<file path="src/rtl/uart_cmd_parser.sv">
// uart_cmd_parser: assembles 5-byte command frames from the UART RX byte
// stream, runs register writes/reads on an 8-bit register bus and returns a
// 5-byte response frame on the UART TX byte stream.
module uart_cmd_parser #(
  parameter int RD_LATENCY     = 1,
  parameter int TIMEOUT_CYCLES = 500000
) (
  input  logic        clk,
  input  logic        reset,
  input  logic [7:0]  from_uart_data,
  input  logic        from_uart_valid,
  input  logic        from_uart_error,
  output logic        from_uart_ready,
  output logic [7:0]  to_uart_data,
  output logic        to_uart_valid,
  output logic        to_uart_error,
  input  logic        to_uart_ready,
  output logic [7:0]  reg_addr,
  output logic [7:0]  reg_wdata,
  output logic        reg_wr,
  output logic        reg_rd,
  input  logic [7:0]  reg_rdata,
  output logic [15:0] frame_err_cnt
);

  // Handshake (both byte streams): a byte transfers at a rising edge where
  // valid and ready are both 1; the producer holds data stable until then.

  localparam logic [7:0]  SOF_CMD    = 8'hA5;
  localparam logic [7:0]  SOF_RSP    = 8'h5A;
  localparam logic [7:0]  CMD_WR     = 8'h01;
  localparam logic [7:0]  CMD_RD     = 8'h02;
  localparam logic [7:0]  ST_OK      = 8'h00;
  localparam logic [7:0]  ST_BAD_CHK = 8'h01;
  localparam logic [7:0]  ST_BAD_CMD = 8'h02;
  localparam logic [23:0] TMO_LAST   = 24'(TIMEOUT_CYCLES - 1);
  localparam logic [2:0]  RD_LAST    = 3'(RD_LATENCY - 1);

  typedef enum logic [2:0] {
    S_HUNT, S_GET_CMD, S_GET_ADDR, S_GET_DATA, S_GET_CHK, S_EXEC, S_WAIT_RD, S_RESP
  } state_t;

  state_t      state, next_state;
  logic        ready_en;
  logic        in_rx, in_frame;
  logic        accept, ok_accept, err_accept, timeout, chk_ok, inc_err;
  logic [23:0] tmo_cnt;
  logic [2:0]  wait_cnt, byte_idx;
  logic [7:0]  cmd_q, addr_q, data_q, status_q, rsp_data_q;

  assign in_rx      = (state inside {S_HUNT, S_GET_CMD, S_GET_ADDR, S_GET_DATA, S_GET_CHK});
  assign in_frame   = (state inside {S_GET_CMD, S_GET_ADDR, S_GET_DATA, S_GET_CHK});
  assign accept     = from_uart_valid & from_uart_ready;
  assign ok_accept  = accept & ~from_uart_error;
  assign err_accept = accept & from_uart_error;
  // An accepted byte clears the idle counter, so a timeout never coincides with an error byte.
  assign timeout    = in_frame & ~accept & (tmo_cnt == TMO_LAST);
  assign chk_ok     = ((cmd_q ^ addr_q ^ data_q) == from_uart_data);
  assign inc_err    = err_accept | timeout | ((state == S_EXEC) & (status_q != ST_OK));
  assign to_uart_error = 1'b0;

  // State register.
  always_ff @(posedge clk or negedge reset) begin
    if (!reset) state <= S_HUNT;
    else        state <= next_state;
  end

  // Next-state logic.
  always_comb begin
    next_state = state;
    case (state)
      S_HUNT:     if (ok_accept && from_uart_data == SOF_CMD) next_state = S_GET_CMD;
      S_GET_CMD:  if (err_accept || timeout) next_state = S_HUNT;
                  else if (ok_accept)        next_state = S_GET_ADDR;
      S_GET_ADDR: if (err_accept || timeout) next_state = S_HUNT;
                  else if (ok_accept)        next_state = S_GET_DATA;
      S_GET_DATA: if (err_accept || timeout) next_state = S_HUNT;
                  else if (ok_accept)        next_state = S_GET_CHK;
      S_GET_CHK:  if (err_accept || timeout) next_state = S_HUNT;
                  else if (ok_accept)        next_state = S_EXEC;
      S_EXEC:     next_state = (status_q == ST_OK && cmd_q == CMD_RD) ? S_WAIT_RD : S_RESP;
      S_WAIT_RD:  if (wait_cnt == RD_LAST) next_state = S_RESP;
      S_RESP:     if (to_uart_ready && byte_idx == 3'd4) next_state = S_HUNT;
      default:    next_state = S_HUNT;
    endcase
  end

  // Outputs decoded from state; strobes are high for the single EXEC cycle.
  always_comb begin
    from_uart_ready = ready_en & in_rx;
    to_uart_valid   = (state == S_RESP);
    to_uart_data    = 8'h00;
    if (state == S_RESP) begin
      case (byte_idx)
        3'd0:    to_uart_data = SOF_RSP;
        3'd1:    to_uart_data = status_q;
        3'd2:    to_uart_data = addr_q;
        3'd3:    to_uart_data = rsp_data_q;
        default: to_uart_data = status_q ^ addr_q ^ rsp_data_q;
      endcase
    end
    reg_wr = (state == S_EXEC) && (status_q == ST_OK) && (cmd_q == CMD_WR);
    reg_rd = (state == S_EXEC) && (status_q == ST_OK) && (cmd_q == CMD_RD);
  end

  // Sequencing counters: RX enable after reset, inter-byte timeout, read wait, response byte index.
  always_ff @(posedge clk or negedge reset) begin
    if (!reset) begin
      ready_en <= 1'b0;
      tmo_cnt  <= '0;
      wait_cnt <= '0;
      byte_idx <= '0;
    end else begin
      ready_en <= 1'b1;
      if (!in_frame || accept) tmo_cnt <= '0;
      else                     tmo_cnt <= tmo_cnt + 24'd1;
      if (state == S_WAIT_RD) wait_cnt <= wait_cnt + 3'd1;
      else                    wait_cnt <= '0;
      if (state != S_RESP)    byte_idx <= '0;
      else if (to_uart_ready) byte_idx <= byte_idx + 3'd1;
    end
  end

  // Frame capture, status/response data and the register-bus address/data holding registers.
  always_ff @(posedge clk or negedge reset) begin
    if (!reset) begin
      cmd_q      <= '0;
      addr_q     <= '0;
      data_q     <= '0;
      status_q   <= '0;
      rsp_data_q <= '0;
      reg_addr   <= '0;
      reg_wdata  <= '0;
    end else begin
      if (ok_accept && state == S_GET_CMD)  cmd_q  <= from_uart_data;
      if (ok_accept && state == S_GET_ADDR) addr_q <= from_uart_data;
      if (ok_accept && state == S_GET_DATA) data_q <= from_uart_data;
      if (ok_accept && state == S_GET_CHK) begin
        // Checksum is judged before the command code.
        if (!chk_ok)                                 status_q <= ST_BAD_CHK;
        else if (cmd_q != CMD_WR && cmd_q != CMD_RD) status_q <= ST_BAD_CMD;
        else                                         status_q <= ST_OK;
        rsp_data_q <= (chk_ok && cmd_q == CMD_WR) ? data_q : 8'h00;
        if (chk_ok && (cmd_q == CMD_WR || cmd_q == CMD_RD)) reg_addr  <= addr_q;
        if (chk_ok && cmd_q == CMD_WR)                      reg_wdata <= data_q;
      end
      if (state == S_WAIT_RD && wait_cnt == RD_LAST) rsp_data_q <= reg_rdata;
    end
  end

  // Saturating frame error counter.
  always_ff @(posedge clk or negedge reset) begin
    if (!reset)                                   frame_err_cnt <= '0;
    else if (inc_err && frame_err_cnt != 16'hFFFF) frame_err_cnt <= frame_err_cnt + 16'd1;
  end

endmodule

</file>
<file path="config.mk">
export PLATFORM = sky130hd
export DESIGN_NAME = uart_cmd_parser
export DESIGN_NICKNAME = d
export VERILOG_FILES = /design/src/rtl/uart_cmd_parser.sv
export SDC_FILE = /design/constraint.sdc
export NUM_CORES = 1
export LEC_CHECK = 0
export ABC_AREA = 1
export CAP_MARGIN = 0
export CORE_AREA = 3 3 112 114
export CTS_CLUSTER_SIZE = 16
export DETAILED_ROUTE_END_ITERATION = 8
export DIE_AREA = 0 0 115 117
export HOLD_SLACK_MARGIN = 0.06
export PLACE_DENSITY = 0.72
export SYNTH_ARGS = -nofsm -noshare
export SYNTH_HDL_FRONTEND = slang
export SYNTH_SLANG_ARGS = --single-unit
</file>
<file path="constraint.sdc">
create_clock -name clk -period 2.3 [get_ports clk]
set_input_delay 0.46 -clock clk [delete_from_list [all_inputs] [get_ports clk]]
set_output_delay 0.46 -clock clk [all_outputs]
set_load 0.01 [all_outputs]
</file>
# After elaboration in Yosys (flattened, before gate mapping)
# Index checks and enable logic that the tools add are counted.
# word_totals
out_inout_bits,45
latch_bits,0
ff_bits,106
ramBits,0
mem_count,0
romBits,0
input_bits,21
# classes
n_eq_ne,27
add_sub_neg,4
n_bitwise,15
div_mod_pow,0
order_cmp,0
multipliers,0
muxes,24
shifts,0
n_reduce_logical,31
# ops
cell,count
3-bit two-way mux,14
8-bit two-way mux,4
8-bit case mux with 4 select lines,1
8-bit XOR,4
"24-bit by 1-bit adder with 24-bit output, second input constant",1
"24-bit by 19-bit equality test with 1-bit output, second input constant",1
24-bit two-way mux,1
3-bit case mux with 8 select lines,1
"16-bit by 1-bit adder with 16-bit output, second input constant",1
"16-bit != test, second input constant",1
"3-bit equality test, second input constant",5
1-bit logical AND,15
"3-bit by 2-bit equality test with 1-bit output, second input constant",4
3-bit zero test,3
"3-bit by 2-bit != test with 1-bit output, second input constant",3
"8-bit by 1-bit equality test with 1-bit output, second input constant",1
"8-bit by 2-bit equality test with 1-bit output, second input constant",1
8-bit equality test,1
"8-bit equality test, second input constant",1
8-bit zero test,1
"8-bit by 1-bit != test with 1-bit output, second input constant",1
"8-bit by 2-bit != test with 1-bit output, second input constant",1
8-bit nonzero test,1
1-bit AND,7
15 further kinds,27

# Depth between registers and ports, before layout
# depth
depth_word,10
mapped_depth,13

# Worst setup path before layout
# Ideal clock, no wire load.
# synth_timing
kind,reg-to-output
from,register byte_idx[0]
to,output to_uart_data[1]
t_required_ns,1.840
t_arrival_ns,1.653
stages_incl_launch_ff,8
path_slack_ns,0.187
cell_sequence,dfrtp_1 -> ha_1 -> ha_1 -> clkinv_1 -> nand4_1 -> nand2_1 -> a211oi_1 -> nor3_1
# synth_between
elab_chain_cells,3
elab_cells_between_ends,6
# synth_lines
element,line,rtl
"start, declared",48,"logic [2:0] wait_cnt, byte_idx;"
"start signal, assigned",120,else if (to_uart_ready) byte_idx <= byte_idx + 3'd1;
"3-bit by 2-bit equality test with 1-bit output, or another cell as far along",94,case (byte_idx)
8-bit case mux with 4 select lines (*),94,
8-bit two-way mux (*),93,if (state == S_RESP) begin
"end, declared",14,"output logic [7:0] to_uart_data,"
# Mark *: on every way between the ends. The rest lies on a longest branch, timed or not.

# Final worst setup path
# layout_timing
from,register byte_idx[0]
to,output to_uart_data[0]
# The elaborated chain is that of the path after synthesis.

==> impl_metrics.tcl <==
set metrics [dict create \
    status "complete, but fails checks" \
    failed_checks "negative setup slack" \
    grt_pass1_vias 5341 \
    antenna_found_initial 0 \
    placed_area_um2 6990 \
    fin_setup_tns_ns -0.670 \
    min_path_type "flip-flop to flip-flop" \
    setup_ws_ns -0.133 \
    grt_max_degree 49 \
    finalWirelength_um 14800 \
    cts_tree "built" \
    grtUsageTotal 0.235 \
    seq_area_frac_synth 0.423 \
    synth_area_um2 5920 \
    antenna_left 0 \
    synthesis.nets 868 \
    cts_buffers 9 \
    drv_cap 0 \
    die-area_um2 13500 \
    hold_viol_final 0 \
    final-max-slew-violation-count 0 \
    crit_path_start_kind "flip-flop" \
    dpl.hpwl_um 10900 \
    htree_levels 3 \
    first_pass_iters 6 \
    final_area_um2 7470 \
    layout_min_cycle_time_ns 2.43 \
    area_growth_pct 26.3 \
    required_ns 1.84 \
    skew_ns 0.00734 \
    wl_per_cell_um 13.6 \
    antennaDiodeCount 0 \
    finalSetupViolations 8 \
    rsz0062_at_grt "true" \
    numClockSinks 100 \
    grt_pass1_wl_um 25100 \
    viasPerCell 5.07 \
    r2r_cells 10 \
    portBuffers 64 \
    cts_max_path_buffers 2 \
    yosys_warnings 0 \
    initial_core_util 0.514 \
    place_ws_ns -0.320 \
    num_vias 5542 \
    synth_edf_count 0 \
    routabilityCongestion 0.910 \
    fp-row-count 39 \
    drive_gt1_frac 0.131 \
    synth.distinct_cells 39 \
    finalPower_mw 6.46 \
    drt_iter0_drc 342 \
    powerDensity_nw_per_um2 865 \
    worstPathMaxFanout 6 \
    drc 0 \
    clk_pin_slew_ns 0.06 \
    layout.nets 976 \
    period_share 1.06 \
    core_area_um2 11500 \
    die_y_um 117 \
    holdPathStages 1 \
    power.leakage_nw 3.82 \
    worstSetupPathType "flip-flop to primary output" \
    ioPinCount 66 \
    grt_overflow 0 \
    clk_latency_ns 0.36 \
    die_x_um 115 \
    holdWs_ns 0.460 \
    syn_inst 838 \
    avgSynthCellArea_um2 7.06 \
    synth_seq_cells 100 \
    vdd_drop_max_mv 0.595 \
    async_flop_share 1.00 \
    cp.arrival_ns 1.97 \
    worstSetupEndpointType "primary output" \
    cts-root-buf "clkbuf_16" \
    ys.flop_type "dfrtp_1" \
    max_freq_mhz 411 \
]
## per-layer routing
metal / track usage / vias to the layer above / share of wire
met1: 0.333 / 2569 / 0.48
li1: - / 2834 / -
met2: 0.358 / 125 / 0.45
met3: 0.0632 / 14 / 0.056
met4: 0.0618 / 0 / 0.011
met5: 0 / - / 0
## final timing paths
kind | endpoint | from | slack (ns)
setup / recovery | to_uart_data[0] | byte_idx[0] | -0.13
hold / removal | tmo_cnt[0] | tmo_cnt[0] | 0.46
setup reg to reg | reg_addr[0] | state[1] | 0.26
hold reg to reg | tmo_cnt[0] | tmo_cnt[0] | 0.46
max in group asynchronous | byte_idx[1] | reset | 1.19
min in group asynchronous | tmo_cnt[11] | reset | 0.54
## logic make-up (layout without fill, tap and decap cells)
group	count (synthesis)	in the layout	share of synthesized area
xor gates and xnor gates	31	31	0.0459
other	2	2	0.00127
adders and majority gates	9	9	0.0190
and+or+nand+nor	457	457	0.327
DFF	100	100	0.423
AOI/OAI and AO/OA	90	90	0.0825
buffers and inverters	149	262	0.102
## where the power goes
part	total (mW)	internal (mW)	switching [mW]	leakage, nW
logic	2.32	0.902	1.42	2.31
registers	2.43	2.08	0.354	1.34
clock network	1.71	1.06	0.653	0.163
total	6.46	4.04	2.42	3.82
## cell type report
| type | count | area [um^2] |
|---|---|---|
| flip-flops and latches | 100 | 2500 |
| inverters | 133 | 509 |
| well taps | 143 | 179 |
| clock buffers | 11 | 233 |
| repair buffers | 113 | 993 |
| multi-input cells | 589 | 2950 |
| fillers | 1039 | 4040 |
| clock inverters | 5 | 100 |
## what timing repair did
| action | 4_1_cts | 5_1_grt |
|---|---|---|
| hold endpoints to repair | 22 | 0 |
| pin swaps | 10 | 5 |
| setup buffers | 3 | 0 |
| endpoints found under the setup margin | 10 | 10 |
| resized for setup | 62 | 21 |
| hold buffers | 1 | 0 |
| gates cloned | 0 | 0 |
## registers in the layout, indices dropped and copies added, names as in the netlist, 2 cells and up
name	flops
byte_idx	3
status_q	2
addr_q	8
wait_cnt	3
reg_addr	8
state	3
rsp_data_q	8
reg_wdata	8
cmd_q	8
data_q	8
tmo_cnt	24
frame_err_cnt	16
## worst max-delay path: stages (launching register included)
cell	delay, ns
dfrtp_2	0.45
buf_4	0.15
ha_2	0.17
nand2_2	0.06
nand4_1	0.12
buf_6	0.16
buf_6	0.11
o2111ai_2	0.05
nand2_1	0.08
nor2_1	0.09
buf_2	0.16
## synth_stat cells (2+ instances only)
cell | count | area [um^2]
a21oi_1 | 21 | 105
a31oi_1 | 2 | 12.5
buf_2 | 6 | 30.0
buf_4 | 4 | 30.0
buf_6 | 2 | 22.5
clkbuf_1 | 3 | 11.3
clkinv_1 | 2 | 7.51
conb_1 | 2 | 7.51
dfrtp_1 | 100 | 2500
ha_1 | 9 | 113
inv_1 | 127 | 477
inv_2 | 3 | 11.3
nand2_1 | 272 | 1020
nand2_2 | 4 | 25.0
nand3_1 | 31 | 155
nand4_1 | 26 | 163
nand4_2 | 2 | 25.0
nor2_1 | 85 | 319
nor2_2 | 4 | 25.0
nor3_1 | 21 | 105
nor4_1 | 3 | 18.8
o21a_1 | 2 | 15.0
o21ai_0 | 47 | 235
o22ai_1 | 14 | 87.6
or2_2 | 3 | 18.8
xnor2_1 | 15 | 131
xor2_1 | 16 | 140
## per-stage QoR
step | instances | utilization
floorplan | 838 | -
global placement | 1074 | 0.607
detailed placement | 1074 | 0.607
CTS | 1094 | 0.644
global route | 1094 | 0.649
finish | 1094 | 0.649
## cell usage in the layout, fill, tap and decap left out, types with 2 or more instances in the layout
cell             synthesis  layout
nand4_2                  2       2
ha_1                     9       4
nand4_1                 26      26
nand3_1                 31      31
nor3_1                  21      16
buf_6                    2       3
o21ai_1                  0       2
inv_1                  127     122
clkbuf_16                0       9
o21a_1                   2       2
o21ai_0                 47      44
nand2_2                  4       5
nor3_2                   1       6
o22ai_1                 14      14
inv_2                    3       6
nor4_1                   3       3
inv_4                    1       3
a21oi_1                 21      17
buf_2                    6       8
ha_4                     0       4
xnor2_1                 15      15
dfrtp_1                100      98
xor2_1                  16      16
clkdlybuf4s50_1          0      52
nand2_1                272     270
or2_2                    3       3
a21oi_2                  1       4
nand2_4                  1       2
clkbuf_1                 3       2
a31oi_1                  2       2
dfrtp_2                  0       2
nor2_1                  85      81
nor2_4                   1       2
nor2_2                   4       7
bufinv_16                0       3
clkinv_2                 0       4
buf_4                    4      45
conb_1                   2       2
Power figures use the tool's default switching activity.
==> edit 1 (config.mk and constraints unchanged) <==
Put one more register stage on the output `frame_err_cnt`, with the module's reset. The value now appears one clock later. The other outputs are not delayed to match.
--- a/src/rtl/uart_cmd_parser.sv
+++ b/src/rtl/uart_cmd_parser.sv
@@ -39,6 +39,8 @@
   typedef enum logic [2:0] {
     S_HUNT, S_GET_CMD, S_GET_ADDR, S_GET_DATA, S_GET_CHK, S_EXEC, S_WAIT_RD, S_RESP
   } state_t;
+
+  logic [15:0] frame_err_cnt_s0;
 
   state_t      state, next_state;
   logic        ready_en;
@@ -150,8 +152,16 @@
 
   // Saturating frame error counter.
   always_ff @(posedge clk or negedge reset) begin
-    if (!reset)                                   frame_err_cnt <= '0;
-    else if (inc_err && frame_err_cnt != 16'hFFFF) frame_err_cnt <= frame_err_cnt + 16'd1;
+    if (!reset)                                   frame_err_cnt_s0 <= '0;
+    else if (inc_err && frame_err_cnt_s0 != 16'hFFFF) frame_err_cnt_s0 <= frame_err_cnt_s0 + 16'd1;
+  end
+
+  always_ff @(posedge clk or negedge reset) begin
+    if (!reset) begin
+      frame_err_cnt <= '0;
+    end else begin
+      frame_err_cnt <= frame_err_cnt_s0;
+    end
   end
 
 endmodule
Formal check against the unedited RTL: not equivalent (Yosys sat finds a counterexample within 4 cycles, from zero or initial values and one cycle with reset low).
==> edit 1 against the original RTL <==
Combinational power is 10% higher; worst setup slack worse by 96 ps; design area is 11% higher; largest cell class unchanged; the run still ends with negative setup slack left; first-iteration DRC count is 35% higher; global-route usage is 1.8 points higher; maximum frequency is 3.8% lower; routed wire length is 11% higher; non-clock buffer count is 5 lower; total power is 28% higher; sequential cell count is 16 higher; final cell count is 2.9% higher; synthesized area is 7.4% higher; utilization is 6.9 points higher; clock power is 67% higher.
==> edit 1: results <==
logic_synthesis:
  synth_commonest_cells: "nand2_1, inv_1, dfrtp_1"
  synth_xor_area_share_pct: 3.86
  seq_area_frac_synth_pct: 45.7
  synthAdderAreaFrac_pct: 1.77
  synth_fp_nets: 886
  synth_compound_area_share_pct: 7.96
  ys_types: 35
outcome:
  status: "finished, violations left"
  violations: "negative setup slack"
min_path:
  whs_endpoint: "frame_err_cnt[1]$_DFF_PN0_"
  hold_path_depth: 0
  holdCritStartpoint: "frame_err_cnt_s0[1]$_DFFE_PN0P_"
drt:
  drtIter0Drc: 461
  met3_length_um: 886
  wl_met1_um: 7030
  first_pass_iters: 5
  vias: 5926
setup_path:
  timing.rr.start: "state[0]$_DFFE_PN0P_"
  endpoint: "to_uart_data[1]"
  reg2reg_slack_ps: 210
  reg2reg_depth: 13
  crit_fanout: 4
grt:
  grt_pass1_vias: 5738
  use_met3_pct: 4.78
  track_usage_pct: 25.3
  grt_pass1_wl_um: 26800
  grtUsageMet1_pct: 31.1
  grt_max_degree: 45
  grt_use_met2_pct: 43.2
pwr:
  vdd_ir_drop_max_uv: 924
  pwr.group.sequential_mw: 2.86
  p_leak_nw: 4.15
  combinationalPowerShare_pct: 30.9
  p_int_mw: 5.34
placement:
  place_hpwl_um: 11800
  post-place-ws_ps: -280
  gp_congestion: 0.946
finish:
  diodes: 0
  nets: 1000
  fillers: 873
timing:
  fin_setup_tns_ps: -1410
  finalSetupViolCount: 8
  setup_ws_ps: -229
clocking:
  numCtsBuffers: 17
  ctsResizeCount: 66
  cts_max_level: 4
edit 1: changes by cell type in the layout (fill, tap and decap cells not counted), sizes merged, moves of 4 or more:
cell    before  now
clkbuf      11   24
inv        131  141
nor2        90   84
nand4       28   32
buf         57   52
xnor2       15   11
dfrtp      100  116
edit 1: stage by stage:
stage	hold WS, ps	cells	total power, mW	cell area [µm²]
2_1_floorplan	164	856	4.46	6350
3_3_place_gp	420	1087	5.17	7380
3_5_place_dp	420	1087	5.26	7380
4_1_cts	440	1123	8.22	8120
5_1_grt	455	1126	8.81	8270
6_report	441	1126	8.29	8270
edit 1: cell type report:
| class | instances | area (µm²) | area share (%) |
|---|---|---|---|
| multi-input cells | 585 | 3030 | 36.6 |
| flip-flops and latches | 116 | 2910 | 35.1 |
| repair buffers | 108 | 975 | 11.8 |
| inverters | 142 | 544 | 6.58 |
| clock buffers | 22 | 464 | 5.61 |
| well taps | 143 | 179 | 2.16 |
| clock inverters | 10 | 178 | 2.15 |
==> edit 2 (same settings) <==
Without the edit above. Change the parameter `TIMEOUT_CYCLES` from 500000 to 250000.
--- a/src/rtl/uart_cmd_parser.sv
+++ b/src/rtl/uart_cmd_parser.sv
@@ -3,7 +3,7 @@
 // 5-byte response frame on the UART TX byte stream.
 module uart_cmd_parser #(
   parameter int RD_LATENCY     = 1,
-  parameter int TIMEOUT_CYCLES = 500000
+  parameter int TIMEOUT_CYCLES = 250000
 ) (
   input  logic        clk,
   input  logic        reset,
Function: same outputs for any inputs over 10 cycles, from zero or initial values and one cycle with reset low; that may be too few to reach the edited logic, so the function may still have changed.
==> edit 2 against the original RTL <==
The flow still finishes with violations (negative setup slack); final cell count fell by 6.7%; synthesized area fell by 1.9%; sequential power rose by 3%; worst setup slack got worse by 110 ps; combinational power fell by 8.6%; sequential cell count did not move; total power fell by 4.5%; first-iteration DRC count rose by 13%; routed wire length rose by 1.1%; via count fell by 4.0%; critical path depth fell by 1; design area fell by 2.8%; synthesized cell count fell by 8.1%; critical path type unchanged; largest power group unchanged.
==> edit 2: results <==
min_path:
  hold_class: "input pin to asynchronous set/reset pin"
grt:
  grt_pass1_wl_um: 25200
  track_usage_pct: 23.5
  grt_max_degree: 37
logic_synthesis:
  synth_fp_nets: 800
  seq_area_frac_synth_pct: 43.1
  synth_commonest_cells: "nand2_1, dfrtp_1, inv_1"
  avgSynthCellArea_um2: 7.54
  synth.area.top_cells: "dfrtp_1, nand2_1, inv_1"
  ys_types: 44
setup_path:
  slowest_delay_ps: 420
  cp_slowest_cell: "dfrtp_1"
  worstPathArrival_ps: 2080
  crit_fanout: 4
  crit_family: "flip-flops"
timing:
  setup_ws_ps: -238
  clock_skew_ps: 3.50
  fin_setup_tns_ps: -1200
  finalSetupViolCount: 8
drt:
  wl_per_cell_um: 14.7
  vias: 5323
  first_pass_iters: 5
  drtIter0Drc: 385
placement:
  post-place-ws_ps: -274
  dp_cells: 993
  gp_congestion: 0.920
  place_hpwl_um: 11200
outcome:
  violations: "negative setup slack"
  status: "finished, violations left"
finish:
  fillers: 1033
  final_cells: 1021
  drive_gt1_share_pct: 13.9
  nets: 903
pwr:
  vdd_ir_drop_max_uv: 501
  p_leak_nw: 3.53
clocking:
  numCtsBuffers: 9
  holdBufCountCts: 0
  clk_pin_slew_ps: 70
## edit 2: final timing paths
check | to | startpoint | slack (ps) | depth (start not counted)
min in group clk | wait_cnt[0]$_DFF_PN0_ | wait_cnt[0]$_DFF_PN0_ | 470 | 1
max in group asynchronous | frame_err_cnt[11]$_DFFE_PN0P_ | reset | 1530 | 2
min | wait_cnt[0]$_DFF_PN0_ | reset | 70 | 1
max reg2reg | tmo_cnt[12]$_DFF_PN0_ | tmo_cnt[0]$_DFF_PN0_ | 360 | 10
max | to_uart_data[6] | byte_idx[1]$_DFFE_PN0P_ | -240 | 9
min reg2reg | wait_cnt[0]$_DFF_PN0_ | wait_cnt[0]$_DFF_PN0_ | 470 | 1
## edit 2: what timing repair did
| action | 4_1_cts | 5_1_grt |
|---|---|---|
| gates resized for setup | 60 | 20 |
| setup endpoints to repair | 11 | 10 |
| pin swaps | 8 | 7 |
| setup buffers | 10 | 3 |
## edit 2: final cells by class
class | instances | area (µm²) | area share, %
well taps | 143 | 179 | 2.46
flip-flops and latches | 100 | 2500 | 34.5
multi-input cells | 556 | 2960 | 40.8
repair buffers | 107 | 941 | 13.0
clock inverters | 5 | 60.1 | 0.827
inverters | 99 | 377 | 5.19
clock buffers | 11 | 243 | 3.34
## edit 2: per-stage QoR
stage / utilization (%) / area [µm²] / hold WS (ps)
6_report: 63.1 / 7260 / 73.1
5_1_grt: 63.1 / 7260 / 96.1
4_1_cts: 62.3 / 7170 / 77.2
3_5_place_dp: 58.9 / 6780 / 453
3_3_place_gp: 58.9 / 6780 / 443
2_1_floorplan: - / 5810 / 164
## edit 2: worst reg2reg max path, delay by kind of cell, from the launching register on
kind	cells	cell delay, ps
and+or+nand+nor	9	1190
adders and majority gates	1	260
DFF	1	410
## edit 2: kinds of logic (layout without fill, tap and decap cells)
group                      after synthesis  after routing  share of synthesized area [%]
buffers and inverters                  114            222                           7.99
adders and majority gates                9              9                           1.94
xor gates and xnor gates                49             49                           7.39
and+or+nand+nor                        415            415                           31.5
other                                    2              2                          0.129
DFF                                    100            100                           43.1
AOI/OAI and AO/OA                       81             81                           7.99
## edit 2: metal layers
layer  global-route usage (%)  wire (µm)
met5                        0          0
met4                     9.15        354
met3                     3.96        704
met1                     29.6       6700
met2                     40.6       7250
## edit 2: power by group
part	total [mW]	leakage (nW)	internal [mW]	switching, mW
logic	2.12	2.03	0.865	1.26
registers	2.50	1.35	2.10	0.402
clock network	1.55	0.146	0.877	0.669
